`config.mk`:
```
export PLATFORM = sky130hd
export DESIGN_NAME = axi_slave_mem
export DESIGN_NICKNAME = d
export VERILOG_FILES = /design/src/rtl/axi_pkg.sv /design/src/rtl/axi_slave_mem.sv
export SDC_FILE = /design/constraint.sdc
export NUM_CORES = 1
export LEC_CHECK = 0
export BUFFER_PORTS_ARGS = -buffer_cell sky130_fd_sc_hd__buf_2
export CORE_AREA = 2 2 158 160
export CTS_CLUSTER_SIZE = 25
export DETAILED_ROUTE_END_ITERATION = 7
export DIE_AREA = 0 0 160 162
export GPL_TIMING_DRIVEN = 0
export PLACE_DENSITY = 0.71
export SYNTH_ARGS = -nofsm -noshare
export SYNTH_HDL_FRONTEND = slang
export SYNTH_SLANG_ARGS = --single-unit
```
`constraint.sdc`:
```
create_clock -name clk -period 5.9 [get_ports clk]
set_clock_uncertainty 0.15 [all_clocks]
set_input_delay 0 -clock clk [delete_from_list [all_inputs] [get_ports clk]]
set_output_delay 0 -clock clk [all_outputs]
set_load 0.01 [all_outputs]
```
`src/rtl/axi_pkg.sv`:
```
// Shared constants and FSM state encoding for the AXI3 memory responder.
package axi_pkg;

  localparam int unsigned ID_W   = 6;
  localparam int unsigned DATA_W = 64;
  localparam int unsigned STRB_W = DATA_W / 8;

  localparam logic [1:0] BURST_FIXED = 2'b00;
  localparam logic [1:0] BURST_INCR  = 2'b01;
  localparam logic [1:0] RESP_OKAY   = 2'b00;
  localparam logic [1:0] RESP_SLVERR = 2'b10;

  typedef enum logic [2:0] {
    ST_IDLE  = 3'd0,
    ST_RMEM  = 3'd1,
    ST_RWAIT = 3'd2,
    ST_RDATA = 3'd3,
    ST_WDATA = 3'd4,
    ST_WWAIT = 3'd5,
    ST_WRESP = 3'd6
  } state_e;

endpackage

```
`src/rtl/axi_slave_mem.sv`:
```
// AXI3 slave terminating a 64-bit master port onto a request/ack memory port.
// One transaction at a time, INCR/FIXED bursts of 1..16 beats; beats outside
// the MEMSIZE window (or with a reserved burst type) answer SLVERR without
// touching memory.
module axi_slave_mem
  import axi_pkg::*;
#(
  parameter logic [31:0] MEMSIZE   = 32'h0040_0000,
  parameter int unsigned MADDRBITS = 19
) (
  input  logic                 clk,
  input  logic                 axiaresetn,
  input  logic [31:0]          axiawaddr,
  input  logic [ID_W-1:0]      axiawid,
  input  logic [3:0]           axiawlen,
  input  logic [1:0]           axiawburst,
  input  logic                 axiawvalid,
  output logic                 axiawready,
  input  logic [DATA_W-1:0]    axiwdata,
  input  logic [STRB_W-1:0]    axiwstrb,
  input  logic                 axiwlast,
  input  logic                 axiwvalid,
  output logic                 axiwready,
  output logic [ID_W-1:0]      axibid,
  output logic [1:0]           axibresp,
  output logic                 axibvalid,
  input  logic                 axibready,
  input  logic [31:0]          axiaraddr,
  input  logic [ID_W-1:0]      axiarid,
  input  logic [3:0]           axiarlen,
  input  logic [1:0]           axiarburst,
  input  logic                 axiarvalid,
  output logic                 axiarready,
  output logic [DATA_W-1:0]    axirdata,
  output logic [ID_W-1:0]      axirid,
  output logic [1:0]           axirresp,
  output logic                 axirlast,
  output logic                 axirvalid,
  input  logic                 axirready,
  output logic                 memreq,
  output logic                 memwr,
  output logic [MADDRBITS-1:0] memaddr,
  output logic [DATA_W-1:0]    memwdata,
  output logic [STRB_W-1:0]    memwstrb,
  input  logic                 memack,
  input  logic [DATA_W-1:0]    memrdata
);

  state_e                state_q, state_d;
  logic                  lastw_q, lastw_d;
  logic [31:0]           addr_q, addr_d;
  logic [ID_W-1:0]       id_q, id_d;
  logic [3:0]            len_q, len_d;
  logic [1:0]            burst_q, burst_d;
  logic [3:0]            beat_q, beat_d;
  logic                  err_q, err_d;
  logic                  wdone_q, wdone_d;
  logic                  memreq_q, memreq_d;
  logic                  memwr_q, memwr_d;
  logic [MADDRBITS-1:0]  memaddr_q, memaddr_d;
  logic [DATA_W-1:0]     memwdata_q, memwdata_d;
  logic [STRB_W-1:0]     memwstrb_q, memwstrb_d;
  logic [DATA_W-1:0]     rdata_q, rdata_d;
  logic [1:0]            rresp_q, rresp_d;
  logic                  rlast_q, rlast_d;
  logic                  rvalid_q, rvalid_d;
  logic [1:0]            bresp_q, bresp_d;
  logic                  bvalid_q, bvalid_d;

  logic                  aw_grant;
  logic                  beat_err;
  logic                  is_last;
  logic [31:0]           next_addr;

  // Arbitration and per-beat decode; readys are gated by reset so they read 0 in reset.
  always_comb begin
    aw_grant   = axiawvalid && (!axiarvalid || !lastw_q);
    beat_err   = (addr_q >= MEMSIZE) || burst_q[1];
    is_last    = (beat_q == len_q);
    next_addr  = (burst_q == BURST_FIXED) ? addr_q : addr_q + 32'd8;
    axiawready = axiaresetn && (state_q == ST_IDLE) && aw_grant;
    axiarready = axiaresetn && (state_q == ST_IDLE) && axiarvalid && !aw_grant;
    axiwready  = axiaresetn && (state_q == ST_WDATA);
  end

  assign memreq    = memreq_q;
  assign memwr     = memwr_q;
  assign memaddr   = memaddr_q;
  assign memwdata  = memwdata_q;
  assign memwstrb  = memwstrb_q;
  assign axirdata  = rdata_q;
  assign axirid    = id_q;
  assign axirresp  = rresp_q;
  assign axirlast  = rlast_q;
  assign axirvalid = rvalid_q;
  assign axibid    = id_q;
  assign axibresp  = bresp_q;
  assign axibvalid = bvalid_q;

  // Next-state and registered-output decode; memreq is a registered pulse, so it
  // is visible during the first cycle of RWAIT/WWAIT.
  always_comb begin
    state_d    = state_q;
    lastw_d    = lastw_q;
    addr_d     = addr_q;
    id_d       = id_q;
    len_d      = len_q;
    burst_d    = burst_q;
    beat_d     = beat_q;
    err_d      = err_q;
    wdone_d    = wdone_q;
    memreq_d   = 1'b0;
    memwr_d    = memwr_q;
    memaddr_d  = memaddr_q;
    memwdata_d = memwdata_q;
    memwstrb_d = memwstrb_q;
    rdata_d    = rdata_q;
    rresp_d    = rresp_q;
    rlast_d    = rlast_q;
    rvalid_d   = rvalid_q;
    bresp_d    = bresp_q;
    bvalid_d   = bvalid_q;

    case (state_q)
      ST_IDLE: begin
        if (aw_grant) begin
          addr_d  = axiawaddr;
          id_d    = axiawid;
          len_d   = axiawlen;
          burst_d = axiawburst;
          beat_d  = '0;
          err_d   = 1'b0;
          lastw_d = 1'b1;
          state_d = ST_WDATA;
        end else if (axiarvalid) begin
          addr_d  = axiaraddr;
          id_d    = axiarid;
          len_d   = axiarlen;
          burst_d = axiarburst;
          beat_d  = '0;
          err_d   = 1'b0;
          lastw_d = 1'b0;
          state_d = ST_RMEM;
        end
      end

      ST_RMEM: begin
        if (beat_err) begin
          rdata_d  = '0;
          rresp_d  = RESP_SLVERR;
          rlast_d  = is_last;
          rvalid_d = 1'b1;
          state_d  = ST_RDATA;
        end else begin
          memreq_d  = 1'b1;
          memwr_d   = 1'b0;
          memaddr_d = addr_q[MADDRBITS+2:3];
          state_d   = ST_RWAIT;
        end
      end

      ST_RWAIT: begin
        if (memack) begin
          rdata_d  = memrdata;
          rresp_d  = RESP_OKAY;
          rlast_d  = is_last;
          rvalid_d = 1'b1;
          state_d  = ST_RDATA;
        end
      end

      ST_RDATA: begin
        if (axirready) begin
          rvalid_d = 1'b0;
          rlast_d  = 1'b0;
          if (is_last) begin
            state_d = ST_IDLE;
          end else begin
            beat_d  = beat_q + 4'd1;
            addr_d  = next_addr;
            state_d = ST_RMEM;
          end
        end
      end

      ST_WDATA: begin
        if (axiwvalid) begin
          if (axiwlast != is_last) begin
            err_d = 1'b1;
          end
          if (!is_last) begin
            beat_d = beat_q + 4'd1;
            addr_d = next_addr;
          end
          if (!beat_err) begin
            memreq_d   = 1'b1;
            memwr_d    = 1'b1;
            memaddr_d  = addr_q[MADDRBITS+2:3];
            memwdata_d = axiwdata;
            memwstrb_d = axiwstrb;
            wdone_d    = is_last;
            state_d    = ST_WWAIT;
          end else begin
            err_d = 1'b1;
            if (is_last) begin
              bresp_d  = RESP_SLVERR;
              bvalid_d = 1'b1;
              state_d  = ST_WRESP;
            end
          end
        end
      end

      ST_WWAIT: begin
        if (memack) begin
          if (wdone_q) begin
            bresp_d  = err_q ? RESP_SLVERR : RESP_OKAY;
            bvalid_d = 1'b1;
            state_d  = ST_WRESP;
          end else begin
            state_d = ST_WDATA;
          end
        end
      end

      ST_WRESP: begin
        if (axibready) begin
          bvalid_d = 1'b0;
          state_d  = ST_IDLE;
        end
      end

      default: state_d = ST_IDLE;
    endcase
  end

  // State and output registers, cleared asynchronously so every output reads 0 in reset.
  always_ff @(posedge clk or negedge axiaresetn) begin
    if (!axiaresetn) begin
      state_q    <= ST_IDLE;
      lastw_q    <= 1'b0;
      addr_q     <= '0;
      id_q       <= '0;
      len_q      <= '0;
      burst_q    <= '0;
      beat_q     <= '0;
      err_q      <= 1'b0;
      wdone_q    <= 1'b0;
      memreq_q   <= 1'b0;
      memwr_q    <= 1'b0;
      memaddr_q  <= '0;
      memwdata_q <= '0;
      memwstrb_q <= '0;
      rdata_q    <= '0;
      rresp_q    <= '0;
      rlast_q    <= 1'b0;
      rvalid_q   <= 1'b0;
      bresp_q    <= '0;
      bvalid_q   <= 1'b0;
    end else begin
      state_q    <= state_d;
      lastw_q    <= lastw_d;
      addr_q     <= addr_d;
      id_q       <= id_d;
      len_q      <= len_d;
      burst_q    <= burst_d;
      beat_q     <= beat_d;
      err_q      <= err_d;
      wdone_q    <= wdone_d;
      memreq_q   <= memreq_d;
      memwr_q    <= memwr_d;
      memaddr_q  <= memaddr_d;
      memwdata_q <= memwdata_d;
      memwstrb_q <= memwstrb_d;
      rdata_q    <= rdata_d;
      rresp_q    <= rresp_d;
      rlast_q    <= rlast_d;
      rvalid_q   <= rvalid_d;
      bresp_q    <= bresp_d;
      bvalid_q   <= bvalid_d;
    end
  end

endmodule

```
==> metrics.csv <==
metric,value,unit
"Buf+Inv Stages, Crit Path",3,
CP required,6160,ps
Post-CTS Resized,0,
startpoint types,flop,
area grow syn2layout,55.80,%
Post-synth EDFFs,0,
critical-path cell list,buf_2 -> nor3b_2 -> a21oi_2 -> clkbuf_1 -> a31oi_1 -> dlygate4sd3_1 -> mux2_2,
Pleak,0.008065,uW
Initial DRC Count,998,
Max Cap Viol,0,
yosys warns,0,
Peak VDD IR,0.1969,mV
Die Wd,160,um
total iterations of the first detailed-routing run,8,
ANT nets after route,0,
fmax,320.2,MHz
layout cells sized above 1,37.01,%
Fillers,1803,
Pwr Density,407.1,nW/um^2
endpoint class of the critical path,flop,
hpwl dp,24280,um
Syn Inst Count,967,
final setup TNS,0,ps
GRT Total Usage,28.49,%
first-pass GRT wire length,58990,um
endpoints failing hold,0,
syn avg cell area,10.49,um^2
Vias,10320,
Slew Limit Headroom,51.00,%
CORE AREA,24110,um^2
Crit-path slowest cell,dlygate4sd3_1,
Post-Route WL,37690,um
sequential fraction of the synthesis area,52.52,%
die area,25920,um^2
status,"complete, no violations",
"FF+latch count, synth",213,
latest clock arrival within the worst-skew pair,520,ps
worst reg2reg startpoint,state_q[2],
routability-driven placement congestion ratio,0.9051,
Min Hold Slack,89.85,ps
critical path arrival,3390,ps
initial antenna violation count,2,
hold path startpoint,axiwdata[11],
initial cell density of the core,42.10,%
crit path time final,3124,ps
Routed wire per std cell,19.08,um
clock transition at the registers of the reported paths,70,ps
RSZ-0062 raised after global routing,no,
largest net degree at the start of global routing,118,
CTS tree,done,
"delay-heaviest family, CP",buffers and inverters,
Critical Path Source,state_q[2],
Root Driver,clkbuf_16,
final-report setup violation count,0,
CP Max Fanout,10,
post-CTS setup buffers,0,
vias per cell,5.226,
DRC,0,
max-slew violation count,0,
H-tree levels,1,
ys async rst share,100.0,%
vias in the first global route,10780,
Worst-Margin Slew,735.0,ps
port bufs,403,
Post-synth top flop,dfrtp_1,
Longest Clk Path Bufs,3,
total I/O pin count,412,
"Core Util, Final",65.59,%
# hold bufs at CTS,230,
Rows,57,
"slowest stage delay, CP",600,ps
Die Height,162,um
Final Net Count,1864,
grt ovf,0,
critical path type,flop to flop,
synthesized area,10150,um^2
Hold Path Class,input pin to flop,
Yosys cell types,70,
CTS sink count,213,
crit share post-route,52.94,%
Inserted Clock Buffers,25,
==> kinds of logic (layout without fill, tap and decap cells) <==
group,Yosys count,in the layout,share of synthesized area (%)
flops,213,213,52.52
xor+xnor,8,8,0.6904
fa+ha+maj,2,2,0.2465
compound gates,214,214,13.94
buf+inv,80,760,4.377
mux,97,97,12.87
simple gates,352,352,15.31
other cells,1,5,0.03695
==> worst register-to-register path, cell delays in order (launching register included) <==
cell and delay [ps]:
dfrtp_1 420, buf_2 200, nor3b_2 190, a21oi_2 460, clkbuf_1 560, a31oi_1 170
dlygate4sd3_1 600, mux2_2 260
==> metrics by stage <==
step           instance area [um^2]  power, uW  instances  setup WS (ps)
2_1_floorplan                 10150       3585        968           3782
3_3_place_gp                  12570       4365       1695          933.3
3_5_place_dp                  12610       4422       1696           3251
4_1_cts                       15800       6380       1972           2813
5_1_grt                       15810       6803       1974           2649
6_report                      15810       6437       1975           2776
==> where the power goes <==
part	internal [uW]	switching, uW
clock	1000	629
combinational	1190	1580
sequential	1770	268
==> final cells by class <==
| cell class | instances | area (um^2) | share of cell area, % |
|---|---|---|---|
| inverters | 3 | 11.26 | 0.07122 |
| well taps | 324 | 405.4 | 2.564 |
| clock inverters | 11 | 146.4 | 0.9259 |
| plain buffers | 77 | 432.9 | 2.738 |
| flip-flops and latches | 213 | 5330 | 33.71 |
| clock buffers | 35 | 733.2 | 4.637 |
| diodes | 3 | 7.507 | 0.04748 |
| repair buffers | 634 | 4367 | 27.62 |
| multi-input cells | 675 | 4378 | 27.69 |
==> cells in the mapped netlist, types with 4 or more instances <==
cell type | n | area [um^2]
xnor2_1 | 6 | 52.55
o22a_1 | 7 | 61.31
a2bb2oi_1 | 5 | 43.79
dfrtp_1 | 213 | 5330
buf_2 | 19 | 95.09
nand4_1 | 7 | 43.79
buf_1 | 7 | 26.28
mux2_4 | 58 | 870.8
a211oi_1 | 4 | 30.03
buf_4 | 10 | 75.07
nor2_1 | 38 | 142.6
buf_6 | 11 | 123.9
a31oi_1 | 32 | 200.2
mux2_2 | 36 | 405.4
nor3_2 | 5 | 50.05
o21ai_0 | 87 | 435.4
a21oi_1 | 18 | 90.09
a32oi_1 | 4 | 35.03
nand2_1 | 225 | 844.6
and3_1 | 6 | 37.54
a21o_1 | 5 | 37.54
nor4_1 | 6 | 37.54
o21ai_1 | 4 | 20.02
clkbuf_1 | 30 | 112.6
nor3_1 | 8 | 40.04
nand3_1 | 30 | 150.1
a31o_2 | 4 | 35.03
nor2b_1 | 5 | 31.28
o31ai_1 | 9 | 67.56
==> per-layer routing <==
layer  GRT usage [%]  vias up  wire, um
met4           14.13        0      1895
met3           5.414      140      2816
met1           33.06     4905     14060
li1                -     4726         -
met2           50.71      550     18920
met5               0        -         0
==> path summary, 6_finish.rpt <==
check / to / slack, ps / cells after the start
min in group asynchronous: memaddr[9] / 540 / 3
max in group asynchronous: axibid[5] / 4090 / 4
worst min register to register: axirdata[38] / 330 / 2
worst max register to register: addr_q[4] / 2780 / 7
worst min-delay path: memwdata[11] / 90 / 3
worst max-delay path: addr_q[4] / 2780 / 7
==> sequential cells by signal, indices dropped and copies added (netlist names), 2 cells and up <==
name and flops:
len_q 4, axirdata 64, axibid 6, burst_q 2, memaddr 19, addr_q 29
memwstrb 8, beat_q 4, state_q 3, memwdata 64
==> placed cells by master (no fill, tap or decap), drive strengths merged, types with 4 or more instances in the layout <==
cell,synthesis,final
buf,47,452
dfrtp,213,213
or2,4,4
nor4,7,7
a31oi,32,32
a2bb2oi,8,8
a211oi,6,6
a32oi,4,4
nor2,40,40
dlygate4sd3,0,229
xnor2,6,6
nor3,13,13
o22a,7,7
clkbuf,30,65
mux2,94,94
nor2b,5,5
a31o,4,4
and3,6,6
o21ai,92,92
o31ai,9,9
nand4,7,7
inv,3,6
a21o,5,5
nand2,227,227
a21oi,20,20
nand3,30,30
(Power assumes the default switching activity.)
